==> src/rtl/alu_sched_pkg.sv <==
// Shared encodings for the ALU round-robin scheduler: ALU op codes and FSM states.
package alu_sched_pkg;

  localparam logic [1:0] OP_XOR = 2'b00;
  localparam logic [1:0] OP_AND = 2'b01;
  localparam logic [1:0] OP_OR  = 2'b10;
  localparam logic [1:0] OP_ADD = 2'b11;

  typedef logic [1:0] state_t;

  localparam state_t IDLE  = 2'd0;
  localparam state_t ISSUE = 2'd1;
  localparam state_t WAIT  = 2'd2;
  localparam state_t RESP  = 2'd3;

endpackage

==> src/rtl/rr_arb2.sv <==
// Combinational two-way round-robin grant; ptr names the requester that wins a tie.
module rr_arb2 (
  input  logic [1:0] valid,
  input  logic       ptr,
  output logic [1:0] grant
);

  always_comb begin
    grant = 2'b00;
    case (valid)
      2'b01:   grant = 2'b01;
      2'b10:   grant = 2'b10;
      2'b11:   grant = ptr ? 2'b10 : 2'b01;
      default: grant = 2'b00;
    endcase
  end

endmodule

==> src/rtl/alu_rr_sched.sv <==
// Shares one pipelined ALU between two requesters: grant, issue, wait ALU_LAT edges, respond.
// Handshakes: a transfer occurs on a rising edge where valid and ready are both high;
// the response holds o_rsp_valid, o_rsp_data and o_rsp_id stable until that edge.
module alu_rr_sched
  import alu_sched_pkg::*;
#(
  parameter int N_BITS  = 32,
  parameter int ALU_LAT = 2
) (
  input  logic              i_clock,
  input  logic              i_reset,
  input  logic [1:0]        i_req_valid,
  output logic [1:0]        o_req_ready,
  input  logic [1:0]        i_req0_op,
  input  logic [N_BITS-1:0] i_req0_a,
  input  logic [N_BITS-1:0] i_req0_b,
  input  logic [1:0]        i_req1_op,
  input  logic [N_BITS-1:0] i_req1_a,
  input  logic [N_BITS-1:0] i_req1_b,
  output logic [1:0]        o_alu_operation,
  output logic [N_BITS-1:0] o_alu_data_a,
  output logic [N_BITS-1:0] o_alu_data_b,
  output logic              o_alu_valid,
  input  logic [N_BITS-1:0] i_alu_data,
  output logic              o_rsp_valid,
  input  logic              i_rsp_ready,
  output logic [N_BITS-1:0] o_rsp_data,
  output logic              o_rsp_id,
  output logic              o_busy
);

  localparam logic [3:0] CNT_INIT = 4'(ALU_LAT - 1);

  state_t              state_q, state_d;
  logic                rr_ptr_q;
  logic [3:0]          cnt_q;
  logic [1:0]          hold_op_q;
  logic [N_BITS-1:0]   hold_a_q, hold_b_q;
  logic                id_q;
  logic                rsp_valid_q, rsp_id_q;
  logic [N_BITS-1:0]   rsp_data_q;
  logic [1:0]          grant;
  logic                grant_id, xfer;

  rr_arb2 u_arb (
    .valid (i_req_valid),
    .ptr   (rr_ptr_q),
    .grant (grant)
  );

  assign grant_id = grant[1];
  assign xfer     = (state_q == IDLE) && (grant != 2'b00);

  always_ff @(posedge i_clock) begin
    if (i_reset) state_q <= IDLE;
    else         state_q <= state_d;
  end

  always_comb begin
    state_d = state_q;
    case (state_q)
      IDLE:    if (xfer) state_d = ISSUE;
      ISSUE:   state_d = WAIT;
      WAIT:    if (cnt_q == 4'd0) state_d = RESP;
      RESP:    if (i_rsp_ready) state_d = IDLE;
      default: state_d = IDLE;
    endcase
  end

  // Holding registers feed the ALU directly, so operands stay put through WAIT and RESP.
  always_ff @(posedge i_clock) begin
    if (i_reset) begin
      rr_ptr_q    <= 1'b0;
      cnt_q       <= 4'd0;
      hold_op_q   <= 2'b00;
      hold_a_q    <= '0;
      hold_b_q    <= '0;
      id_q        <= 1'b0;
      rsp_valid_q <= 1'b0;
      rsp_data_q  <= '0;
      rsp_id_q    <= 1'b0;
    end else begin
      case (state_q)
        IDLE: begin
          if (xfer) begin
            hold_op_q <= grant_id ? i_req1_op : i_req0_op;
            hold_a_q  <= grant_id ? i_req1_a  : i_req0_a;
            hold_b_q  <= grant_id ? i_req1_b  : i_req0_b;
            id_q      <= grant_id;
            rr_ptr_q  <= ~grant_id;
          end
        end
        ISSUE: cnt_q <= CNT_INIT;
        WAIT: begin
          if (cnt_q == 4'd0) begin
            rsp_data_q  <= i_alu_data;
            rsp_id_q    <= id_q;
            rsp_valid_q <= 1'b1;
          end else begin
            cnt_q <= cnt_q - 4'd1;
          end
        end
        RESP: if (i_rsp_ready) rsp_valid_q <= 1'b0;
        default: ;
      endcase
    end
  end

  assign o_req_ready     = (state_q == IDLE) ? grant : 2'b00;
  assign o_alu_valid     = (state_q == ISSUE);
  assign o_alu_operation = hold_op_q;
  assign o_alu_data_a    = hold_a_q;
  assign o_alu_data_b    = hold_b_q;
  assign o_rsp_valid     = rsp_valid_q;
  assign o_rsp_data      = rsp_data_q;
  assign o_rsp_id        = rsp_id_q;
  assign o_busy          = (state_q != IDLE);

endmodule

==> config.mk <==
export PLATFORM = sky130hd
export DESIGN_NAME = alu_rr_sched
export DESIGN_NICKNAME = d
export VERILOG_FILES = /design/src/rtl/alu_sched_pkg.sv /design/src/rtl/rr_arb2.sv /design/src/rtl/alu_rr_sched.sv
export SDC_FILE = /design/constraint.sdc
export NUM_CORES = 1
export LEC_CHECK = 0
export ABC_AREA = 1
export BUFFER_PORTS_ARGS = -buffer_cell sky130_fd_sc_hd__buf_2
export CORE_MARGIN = 3
export CORE_UTILIZATION = 48
export DETAILED_ROUTE_END_ITERATION = 10
export PLACE_DENSITY = 0.85
export SYNTH_ARGS = -nofsm -noshare
export SYNTH_HDL_FRONTEND = slang
export SYNTH_SLANG_ARGS = --single-unit
==> constraint.sdc <==
create_clock -name i_clock -period 5.3 [get_ports i_clock]
set_clock_uncertainty 0.2 [all_clocks]
set_input_delay 1.06 -clock i_clock [delete_from_list [all_inputs] [get_ports i_clock]]
set_output_delay 1.06 -clock i_clock [all_outputs]
set_load 0.05 [all_outputs]
==> results.md, run 1 <==
| Metric | Value | Unit |
|---|---|---|
| Max-slew headroom at the worst pin | 0.185 | - |
| Final hold violation count | 0 | - |
| CP Depth | 5 | - |
| Routed vias | 5,327 | - |
| End of the worst hold path | o_rsp_data[28]$_SDFFE_PP0P_ | - |
| Launch instance of the worst min-delay path | o_rsp_data[28]$_SDFFE_PP0P_ | - |
| Post-synth top area share | 0.434 | - |
| CP startpoint kind | input port | - |
| Biggest fanout along the worst timing path | 36 | - |
| Total number of placement rows | 36 | - |
| Outcome | completed | - |
| Wire per inst | 11.8 | um |
| Pre-Repair DR Iteration Count | 5 | - |
| Fmax | 279 | MHz |
| Cell occurring most often along the worst timing path | buf_2 | - |
| Resized Gates After CTS | 0 | - |
| Total leakage power | 0.00382 | uW |
| Number of buffer cells added on primary ports | 272 | - |
| Combinational group share of total power | 0.550 | - |
| Detailed-route wire length | 13.8 | mm |
| Placed cell count | 1,150 | - |
| Synth-to-layout area growth | 31.5 | % |
| DR DRC count | 0 | - |
| Gate count after technology mapping | 783 | - |
| TritonCTS sink count | 108 | - |
| Clock buffers created by TritonCTS | 9 | - |
| Average via count per standard cell | 4.57 | - |
| Max capacitance violation total | 0 | - |
| Die extent in x | 108 | um |
| CTS tree | yes | - |
| Share of total power in sequential cells | 0.315 | - |
| Synthesized cell area | 4990 | um^2 |
| Reg-to-Reg End | o_alu_operation[1]$_SDFFE_PP0P_ | - |
| Buffers plus inverters on the worst setup path | 3 | - |
| Most numerous cell types in the synthesized netlist | 176 x nor2_1, 152 x nand2_1, 148 x inv_1 | - |
| Overall global routing resource usage | 0.224 | - |
| Die area | 11,600 | um^2 |
| Count of state elements after synthesis | 108 | - |
| Post-synth net total | 957 | - |
| Number of non-filler instances in the completed layout | 1,166 | - |
| Buffer count from post-CTS setup fixing | 0 | - |
| Final period demand of the worst path | 3.59 | ns |
| Proportion of layout cells with a drive suffix above 1 | 0.288 | - |
| Switching power share of the total | 0.529 | - |
| Antenna-violating nets left | 0 | - |
| Worst setup EP type | output pin | - |
| Critical path class | in -> out | - |
| Origin of the worst setup path | i_req_valid[0] | - |
| Buffers from clock root to sink, at most | 2 | - |
| Top cells by area in the synthesized netlist | dfxtp_1 43%, nor2_1 13%, nand2_1 11% | - |
| Cell area power density | 587 | nW/um^2 |
| Final HPWL from detailed placement | 10.1 | mm |
| Async set-or-reset flop fraction in the synthesized netlist | 0 | - |
| Maximum number of pins on one net before global-route repair | 73 | - |
| Fraction of the yosys area taken by sequential cells | 0.434 | - |
| EDFF count, synth | 0 | - |
| Crit path required time | 4.04 | ns |
| Biggest area consumer among synthesized cells | dfxtp_1 | - |
| GRT overflow | 0 | - |
| Post-route setup TNS | 0 | ns |
| Core Box Area | 9950 | um^2 |
| Average cell area after synthesis | 6.37 | um^2 |
| Depth of the CTS H-tree | 3 | - |
| Count of endpoints failing setup in the final report | 0 | - |
| Number of top-level design ports | 273 | - |
| Internal power of the cells | 1810 | uW |
| Buffer type at the clock tree root | clkbuf_8 | - |
| Max rail drop VDD | 0.000313 | V |
| Clock transition at path regs | 0.10 | ns |
| Final RePlAce weighted congestion | 0.869 | - |
| Final net count | 1,202 | - |
| Detailed router's first-iteration violation count | 344 | - |
| Initial Utilization | 0.501 | - |
| Path depth of the worst reg2reg path | 8 | - |
| Transition time at the pin with the least slew margin | 1.22 | ns |
| Main flop type after synthesis | dfxtp_1 | - |
| Insertion delay of the later-clocked pin in the worst-skew pair | 0.36 | ns |
| Clock network fraction of total power | 0.135 | - |
| Diode count | 0 | - |
| Final Max Tran Viols | 0 | - |
| Dominant cell by count in the synthesized netlist | nor2_1 | - |
| Worst hold stages | 2 | - |
| Number of warnings printed during yosys synthesis | 0 | - |
| Hold buffer count at cts | 0 | - |
| Critical path cell sequence | buf_2, nand2_1, nand3_2, inv_1, buf_2 | - |
| Crit path largest cell delay | 0.58 | ns |
| Register-to-Register Setup Slack | 2.66 | ns |
| Cell with the largest stage delay on the worst path | nand3_2 | - |
| Tcrit/Tclk final | 0.677 | - |
| Worst hold path type | reg -> reg | - |
| Unrepaired setup endpoints after global routing | no | - |
| Height of the chip | 108 | um |
| Critical Path AT | 2.33 | ns |
| Antenna violations before repair | 0 | - |
| Global-route wire length before repair | 21.2 | mm |
| Placement-stage cell area | 6350 | um^2 |
| Net switching power | 2040 | uW |
| Summed area of non-filler cells in the final layout | 6560 | um^2 |
| Number of distinct standard cells referenced by the synthesized netlist | 17 | - |
| Kind of cell adding the most delay to the critical path | simple AND/OR/NAND/NOR gates | - |
| Beginning of the worst register-to-register path | rr_ptr_q$_SDFFE_PP0P_ | - |
| Vias in the first global route | 4,538 | - |
-- state kept, by name, indices dropped and copies added (netlist names) --
signal and flops:
id_q 1, o_alu_data_a 32, o_rsp_valid 1, o_rsp_id 1, state_q 2, o_rsp_data 32, o_alu_operation 2, cnt_q 4
o_alu_data_b 32, rr_ptr_q 1
-- per-layer routing --
| metal | wire (um) | GRT usage |
|---|---|---|
| met1 | 5760 | 0.276 |
| met2 | 6820 | 0.388 |
| met3 | 1020 | 0.0555 |
| met4 | 201 | 0.0613 |
| met5 | 0 | 0 |
-- worst reg2reg max path: stages (launching register included) --
cell and delay (ns):
dfxtp_1 0.34, inv_1 0.05, nand2_1 0.06, nand2_1 0.88, inv_2 0.56, nand2_1 0.17, nand3_1 0.09, nand2_1 0.12
inv_1 0.05
-- power groups by stage --
stage	clock [uW]	combinational [uW]	sequential (uW)
3_5_place_dp	0	2120	1230
6_report	520	2120	1210
2_1_floorplan	0	777	2100
3_3_place_gp	0	2100	1220
5_1_grt	553	2300	1240
4_1_cts	535	2130	1210
-- cell families (layout without fill, tap and decap cells) --
| family | count (synthesis) | count (layout) | share of synthesized area |
|---|---|---|---|
| AND/OR/NAND/NOR | 367 | 367 | 0.288 |
| adder cells (fa/ha/maj) | 5 | 5 | 0.0125 |
| flip-flops | 108 | 108 | 0.434 |
| AO/OA/AOI/OAI | 112 | 112 | 0.115 |
| buffers and inverters | 190 | 440 | 0.149 |
| XOR/XNOR | 1 | 1 | 0.00176 |
-- metrics by stage --
step	power [uW]	util	hold WS (ns)	setup slack (ns)
6_report	3850	0.659	0.247	1.71
5_1_grt	4090	0.659	0.258	1.60
4_1_cts	3880	0.659	0.248	1.69
3_5_place_dp	3350	0.638	0.233	1.69
3_3_place_gp	3320	0.638	0.229	1.68
2_1_floorplan	2880	-	0.237	2.27
-- worst max path at each step --
stage | endpoint | slack [ns]
floorplan | o_req_ready[1] | 2.27
CTS | o_req_ready[1] | 1.69
finish | o_req_ready[1] | 1.71
detailed placement | o_req_ready[1] | 1.69
global placement | o_req_ready[1] | 1.68
global route | o_req_ready[1] | 1.60
-- final cells by class --
cell class | instances | area (um^2)
clock buffers | 9 | 124
flip-flops and latches | 108 | 2160
repair buffers | 274 | 1380
fillers | 925 | 3400
well taps | 133 | 166
multi-input cells | 485 | 2090
clock inverters | 7 | 81.3
inverters | 150 | 563
-- placed cells by master (no fill, tap or decap), types with 3 or more instances in the layout --
cell type | Yosys | layout
a21oi_1 | 43 | 43
clkbuf_8 | 0 | 9
o21ai_1 | 16 | 16
nand3_2 | 2 | 3
o21ai_0 | 52 | 52
nor2_1 | 176 | 176
inv_1 | 148 | 148
ha_1 | 5 | 5
dfxtp_1 | 108 | 108
nand3_1 | 36 | 35
buf_2 | 24 | 272
nand2_1 | 152 | 152
Power figures use the tool's default switching activity.
==> inputs of run 2 (changes only) <==
CORE_UTILIZATION = 41   (was 48)
PLACE_DENSITY = 0.78   (was 0.85)
clock period = 2.95 ns   (was 5.3 ns; I/O delays follow)
==> results.md, run 2 (synthesized netlist as in run 1, its figures left out) <==
| Metric | Value | Unit |
|---|---|---|
| Outcome | completed | - |
| Detailed-route wire length | 13.9 | mm |
| Depth of the CTS H-tree | 3 | - |
| Tcrit/Tclk final | 0.799 | - |
| Die area | 13,500 | um^2 |
| Diode count | 0 | - |
| Path depth of the worst reg2reg path | 6 | - |
| Post-Route Hold Slack | 0.243 | ns |
| Core Box Area | 11,700 | um^2 |
| Commonest non-fill, non-tap cell in the layout | buf_2 | - |
| Total number of placement rows | 39 | - |
| Cell occurring most often along the worst timing path | inv_1 | - |
| Worst hold path type | reg -> reg | - |
| Resized Gates After CTS | 0 | - |
| Global-route wire length before repair | 21.5 | mm |
| Worst hold stages | 2 | - |
| Placed cell count | 1,166 | - |
| Buffer type at the clock tree root | clkbuf_16 | - |
| Cell with the largest stage delay on the worst path | dfxtp_1 | - |
| CTS tree | yes | - |
| Transition time at the pin with the least slew margin | 0.880 | ns |
| Insertion delay of the later-clocked pin in the worst-skew pair | 0.34 | ns |
| Total Power | 7240 | uW |
| Synth-to-layout area growth | 34.9 | % |
| Hold buffer count at cts | 0 | - |
| End of the worst hold path | o_rsp_data[1]$_SDFFE_PP0P_ | - |
| Max-slew headroom at the worst pin | 0.413 | - |
| Buffer count from post-CTS setup fixing | 0 | - |
| Initial Utilization | 0.428 | - |
| Die extent in x | 116 | um |
| Critical path class | reg -> out | - |
| Average via count per standard cell | 4.49 | - |
| Buffers plus inverters on the worst setup path | 3 | - |
| Final HPWL from detailed placement | 10.3 | mm |
| Final net count | 1,208 | - |
| Height of the chip | 116 | um |
| Final RePlAce weighted congestion | 0.838 | - |
| Antenna violations before repair | 0 | - |
| Detailed router's first-iteration violation count | 309 | - |
| Kind of cell adding the most delay to the critical path | buffers and inverters | - |
| GRT overflow | 0 | - |
| Crit path required time | 2.16 | ns |
| Clock transition at path regs | 0.07 | ns |
| Max capacitance violation total | 0 | - |
| Register-to-Register Setup Slack | 0.88 | ns |
| Vias in the first global route | 4,649 | - |
| Total of fill cells in the finished design | 1,173 | - |
| Worst setup EP type | output pin | - |
| Overall global routing resource usage | 0.197 | - |
| Final Max Tran Viols | 0 | - |
| Number of non-filler instances in the completed layout | 1,182 | - |
| CP startpoint kind | flop | - |
| Antenna-violating nets left | 0 | - |
| Proportion of layout cells with a drive suffix above 1 | 0.292 | - |
| Final period demand of the worst path | 2.36 | ns |
| Pre-Repair DR Iteration Count | 5 | - |
| Clock buffers created by TritonCTS | 9 | - |
| Max rail drop VDD | 0.000590 | V |
| Critical path cell sequence | inv_1, ha_1, nand3_2, inv_1, buf_2 | - |
| Count of endpoints failing setup in the final report | 0 | - |
| Total leakage power | 0.00389 | uW |
| Critical Path AT | 1.57 | ns |
| Commonest cells after routing, fill and taps aside | 272 x buf_2, 176 x nor2_1, 152 x nand2_1 | - |
| Maximum number of pins on one net before global-route repair | 73 | - |
| DR DRC count | 0 | - |
| Buffers from clock root to sink, at most | 2 | - |
| Reg-to-Reg End | o_rsp_data[6]$_SDFFE_PP0P_ | - |
| Number of top-level design ports | 273 | - |
| Final hold violation count | 0 | - |
| Post-route setup TNS | 0 | ns |
| Biggest fanout along the worst timing path | 6 | - |
| Fmax | 424 | MHz |
| Number of buffer cells added on primary ports | 272 | - |
| Wire per inst | 11.7 | um |
| Cell area power density | 1080 | nW/um^2 |
| TritonCTS sink count | 108 | - |
| Unrepaired setup endpoints after global routing | no | - |
| Crit path largest cell delay | 0.34 | ns |
| Launch instance of the worst min-delay path | o_rsp_data[1]$_SDFFE_PP0P_ | - |
| Beginning of the worst register-to-register path | state_q[0]$_SDFFE_PP0P_ | - |
| Routed vias | 5,304 | - |
-- run 2: how the worst max path moves through the flow --
stage                                 start                      endpoint  slack, ns  cells after the start
floorplan           state_q[0]$_SDFFE_PP0P_                o_req_ready[1]       0.80                      6
global route        state_q[0]$_SDFFE_PP0P_                o_req_ready[1]       0.44                      5
CTS                 state_q[0]$_SDFFE_PP0P_                o_req_ready[0]       0.56                      5
finish              state_q[0]$_SDFFE_PP0P_                o_req_ready[0]       0.59                      5
detailed placement           i_req_valid[1]  o_alu_data_a[9]$_SDFFE_PP0P_       0.80                      8
global placement                    i_reset   o_rsp_data[21]$_SDFFE_PP0P_       0.88                      4
-- run 2: where the power goes --
part           leakage, uW  total [uW]  internal [uW]  switching, uW
clock             0.000143        1230            671            560
combinational      0.00286        3830            932           2900
sequential        0.000889        2180           1940            237
total              0.00389        7240           3550           3690
-- run 2: per-layer routing --
metal,global-route usage,routed length (um)
met1,0.240,5790
met3,0.0528,1070
met5,0,0
met4,0.0789,388
met2,0.331,6640
-- run 2: cell type report --
class	instances	area, um^2	share of cell area
Inverter	150	563	0.0837
Multi-Input combinational cell	485	2090	0.310
Sequential cell	108	2160	0.321
Clock buffer	9	225	0.0335
Tap cell	143	179	0.0266
Clock inverter	7	80.1	0.0119
Timing Repair Buffer	280	1430	0.213
-- run 2: stage by stage --
stage	instance area (um^2)	util	worst slack, ns
floorplan	4990	-	0.804
global placement	6420	0.551	0.878
detailed placement	6420	0.551	0.798
CTS	6730	0.577	0.558
global route	6730	0.577	0.435
finish	6730	0.577	0.592
-- run 2: worst reg2reg max path: stages, from the launching register on --
cell and delay [ns]:
dfxtp_1 0.39, inv_1 0.08, ha_1 0.27, nand3_2 0.32, buf_4 0.42, o21ai_0 0.15
a21oi_1 0.18
==> inputs of run 3 (changes only) <==
ABC_AREA = 0   (was 1)
CORE_UTILIZATION = 40   (was 41)
PLACE_DENSITY = 0.77   (was 0.78)
clock period = 2 ns   (was 2.95 ns; I/O delays follow)
==> results.md, run 3 <==
| Metric | Value | Unit |
|---|---|---|
| Outcome | finished with violations | - |
| Violated checks | negative setup slack | - |
| Share of total power in sequential cells | 0.293 | - |
| Vias in the first global route | 4,756 | - |
| Post-synth top area share | 0.458 | - |
| EDFF count, synth | 0 | - |
| Hold buffer count at cts | 0 | - |
| Final HPWL from detailed placement | 10.4 | mm |
| Insertion delay of the later-clocked pin in the worst-skew pair | 0.34 | ns |
| Cell occurring most often along the worst timing path | buf_6 | - |
| Initial Utilization | 0.412 | - |
| Placement-stage cell area | 6280 | um^2 |
| Buffer type at the clock tree root | clkbuf_16 | - |
| Worst hold path type | in -> reg | - |
| Commonest non-fill, non-tap cell in the layout | buf_2 | - |
| Post-synth net total | 731 | - |
| Unrepaired setup endpoints after global routing | yes | - |
| Max-slew headroom at the worst pin | 0.669 | - |
| GRT overflow | 0 | - |
| Worst hold stages | 3 | - |
| Main flop type after synthesis | dfxtp_1 | - |
| Final RePlAce weighted congestion | 0.793 | - |
| Synth-to-layout area growth | 40.7 | % |
| Average via count per standard cell | 5.44 | - |
| Worst setup EP type | output pin | - |
| Post-layout worst setup margin | -0.00829 | ns |
| Proportion of layout cells with a drive suffix above 1 | 0.408 | - |
| Critical Path AT | 1.41 | ns |
| Critical path cell sequence | inv_2, ha_4, buf_6, inv_4, nor3_4, buf_6 | - |
| Register-to-Register Setup Slack | 0.11 | ns |
| Max rail drop VDD | 0.000859 | V |
| CTS tree | yes | - |
| Final period demand of the worst path | 2.01 | ns |
| Maximum number of pins on one net before global-route repair | 71 | - |
| Total number of placement rows | 39 | - |
| Net switching power | 4850 | uW |
| Height of the chip | 115 | um |
| DR DRC count | 0 | - |
| Number of distinct standard cells referenced by the synthesized netlist | 32 | - |
| Pre-Repair DR Iteration Count | 5 | - |
| Switching power share of the total | 0.475 | - |
| Detailed router's first-iteration violation count | 366 | - |
| CP startpoint kind | flop | - |
| Path depth of the worst reg2reg path | 5 | - |
| Number of warnings printed during yosys synthesis | 0 | - |
| Cell with the largest stage delay on the worst path | dfxtp_2 | - |
| Fraction of the yosys area taken by sequential cells | 0.458 | - |
| Summed area of non-filler cells in the final layout | 6650 | um^2 |
| Clock network fraction of total power | 0.180 | - |
| Depth of the CTS H-tree | 3 | - |
| Number of buffer cells added on primary ports | 272 | - |
| Final hold violation count | 0 | - |
| Placed cell count | 931 | - |
| Detailed-route wire length | 15.2 | mm |
| Average cell area after synthesis | 8.48 | um^2 |
| Dominant cell by count in the synthesized netlist | dfxtp_1 | - |
| Count of state elements after synthesis | 108 | - |
| Critical path class | reg -> out | - |
| Wire per inst | 16.0 | um |
| Kind of cell adding the most delay to the critical path | buffers and inverters | - |
| Most numerous cell types in the synthesized netlist | 108 x dfxtp_1, 72 x nand2_1, 71 x a21oi_1 | - |
| Synthesized cell area | 4720 | um^2 |
| Crit path largest cell delay | 0.33 | ns |
| Combinational group share of total power | 0.527 | - |
| Final Max Tran Viols | 0 | - |
| Routed vias | 5,167 | - |
| Cell area power density | 1540 | nW/um^2 |
| Max capacitance violation total | 0 | - |
| Number of non-filler instances in the completed layout | 950 | - |
| Global-route wire length before repair | 23.2 | mm |
| Transition time at the pin with the least slew margin | 0.496 | ns |
| Async set-or-reset flop fraction in the synthesized netlist | 0 | - |
| Die extent in x | 115 | um |
| Fmax | 498 | MHz |
| TritonCTS sink count | 108 | - |
| Count of endpoints failing setup in the final report | 1 | - |
| Crit path required time | 1.40 | ns |
| Die area | 13,200 | um^2 |
| Internal power of the cells | 5360 | uW |
| Commonest cells after routing, fill and taps aside | 270 x buf_2, 106 x dfxtp_1, 72 x nand2_1 | - |
| Buffers from clock root to sink, at most | 2 | - |
| Antenna violations before repair | 0 | - |
| Biggest area consumer among synthesized cells | dfxtp_1 | - |
| Biggest fanout along the worst timing path | 3 | - |
| CP Depth | 6 | - |
| Gate count after technology mapping | 557 | - |
| Overall global routing resource usage | 0.215 | - |
| Diode count | 0 | - |
| Clock buffers created by TritonCTS | 9 | - |
| Total leakage power | 0.00293 | uW |
| Tcrit/Tclk final | 1.00 | - |
| Antenna-violating nets left | 0 | - |
| Clock transition at path regs | 0.07 | ns |
| Buffers plus inverters on the worst setup path | 4 | - |
| Final net count | 976 | - |
| Number of top-level design ports | 273 | - |
| Core Box Area | 11,500 | um^2 |
| Top cells by area in the synthesized netlist | dfxtp_1 46%, a21oi_1 7.5%, nand4b_1 6.5% | - |
==> run 3: through the flow <==
stage | TNS [ns] | hold slack [ns] | worst slack, ns | total power, uW | util
after floorplan | 0 | 0.228 | 0.0191 | 6830 | -
after global placement | 0 | 0.238 | 0.156 | 8230 | 0.547
after detailed placement | 0 | 0.243 | 0.123 | 8260 | 0.547
after CTS | -0.00785 | 0.0813 | -0.00785 | 10200 | 0.579
after global routing | -0.0905 | 0.0901 | -0.0905 | 10800 | 0.580
final | -0.00829 | 0.0965 | -0.00829 | 10200 | 0.580
==> run 3: logic make-up (layout without fill, tap and decap cells) <==
kind of cell | Yosys count | in the layout | synth area share
AO/OA/AOI/OAI | 216 | 216 | 0.270
adder cells (fa/ha/maj) | 5 | 5 | 0.0132
AND/OR/NAND/NOR | 154 | 154 | 0.195
buffers and inverters | 72 | 322 | 0.0593
multiplexers | 2 | 2 | 0.00424
flip-flops | 108 | 108 | 0.458
==> run 3: worst register-to-register path: cells and delay by family (launching register included) <==
family | cells | cell delay, ns
AOI/OAI and AO/OA | 1 | 0.41
adders and majority gates | 1 | 0.15
and+or+nand+nor | 1 | 0.40
buffers and inverters | 1 | 0.08
DFF | 1 | 0.33
muxes | 1 | 0.25
==> run 3: cell type report <==
| type | count | area [um^2] |
|---|---|---|
| fill | 1094 | 4820 |
| clock buffer | 11 | 253 |
| multi-input combinational | 377 | 2320 |
| sequential | 108 | 2160 |
| tap | 143 | 179 |
| timing repair buffer | 298 | 1640 |
| clock inverter | 5 | 57.6 |
| inverter | 8 | 33.8 |
==> run 3: metal layers <==
layer	track usage	wire length, um
met1	0.275	6350
met2	0.354	7420
met3	0.0455	1030
met4	0.0823	371
met5	0	0
==> run 3: worst paths after layout <==
kind	start	endpoint
worst min register to register	o_rsp_data[17]$_SDFFE_PP0P_	o_rsp_data[17]$_SDFFE_PP0P_
worst max-delay path	state_q[1]$_SDFFE_PP0P_	o_req_ready[1]
worst max register to register	cnt_q[0]$_SDFFE_PP0P_	state_q[1]$_SDFFE_PP0P_
worst min-delay path	i_alu_data[1]	o_rsp_data[1]$_SDFFE_PP0P_
==> run 3: what timing repair did <==
item,CTS,global route
setup endpoints to repair,3,3
resized for setup,12,2
hold endpoints to repair,0,0
setup buffers,2,1
gates cloned,0,0
pin swaps,2,1
==> run 3: power by group through the flow <==
| stage | logic [uW] | registers [uW] | clock network [uW] |
|---|---|---|---|
| after detailed placement | 5250 | 3020 | 0 |
| after global placement | 5230 | 3000 | 0 |
| after CTS | 5360 | 2990 | 1900 |
| final | 5380 | 2990 | 1840 |
| after global routing | 5740 | 3050 | 1990 |
| after floorplan | 2070 | 4760 | 0 |
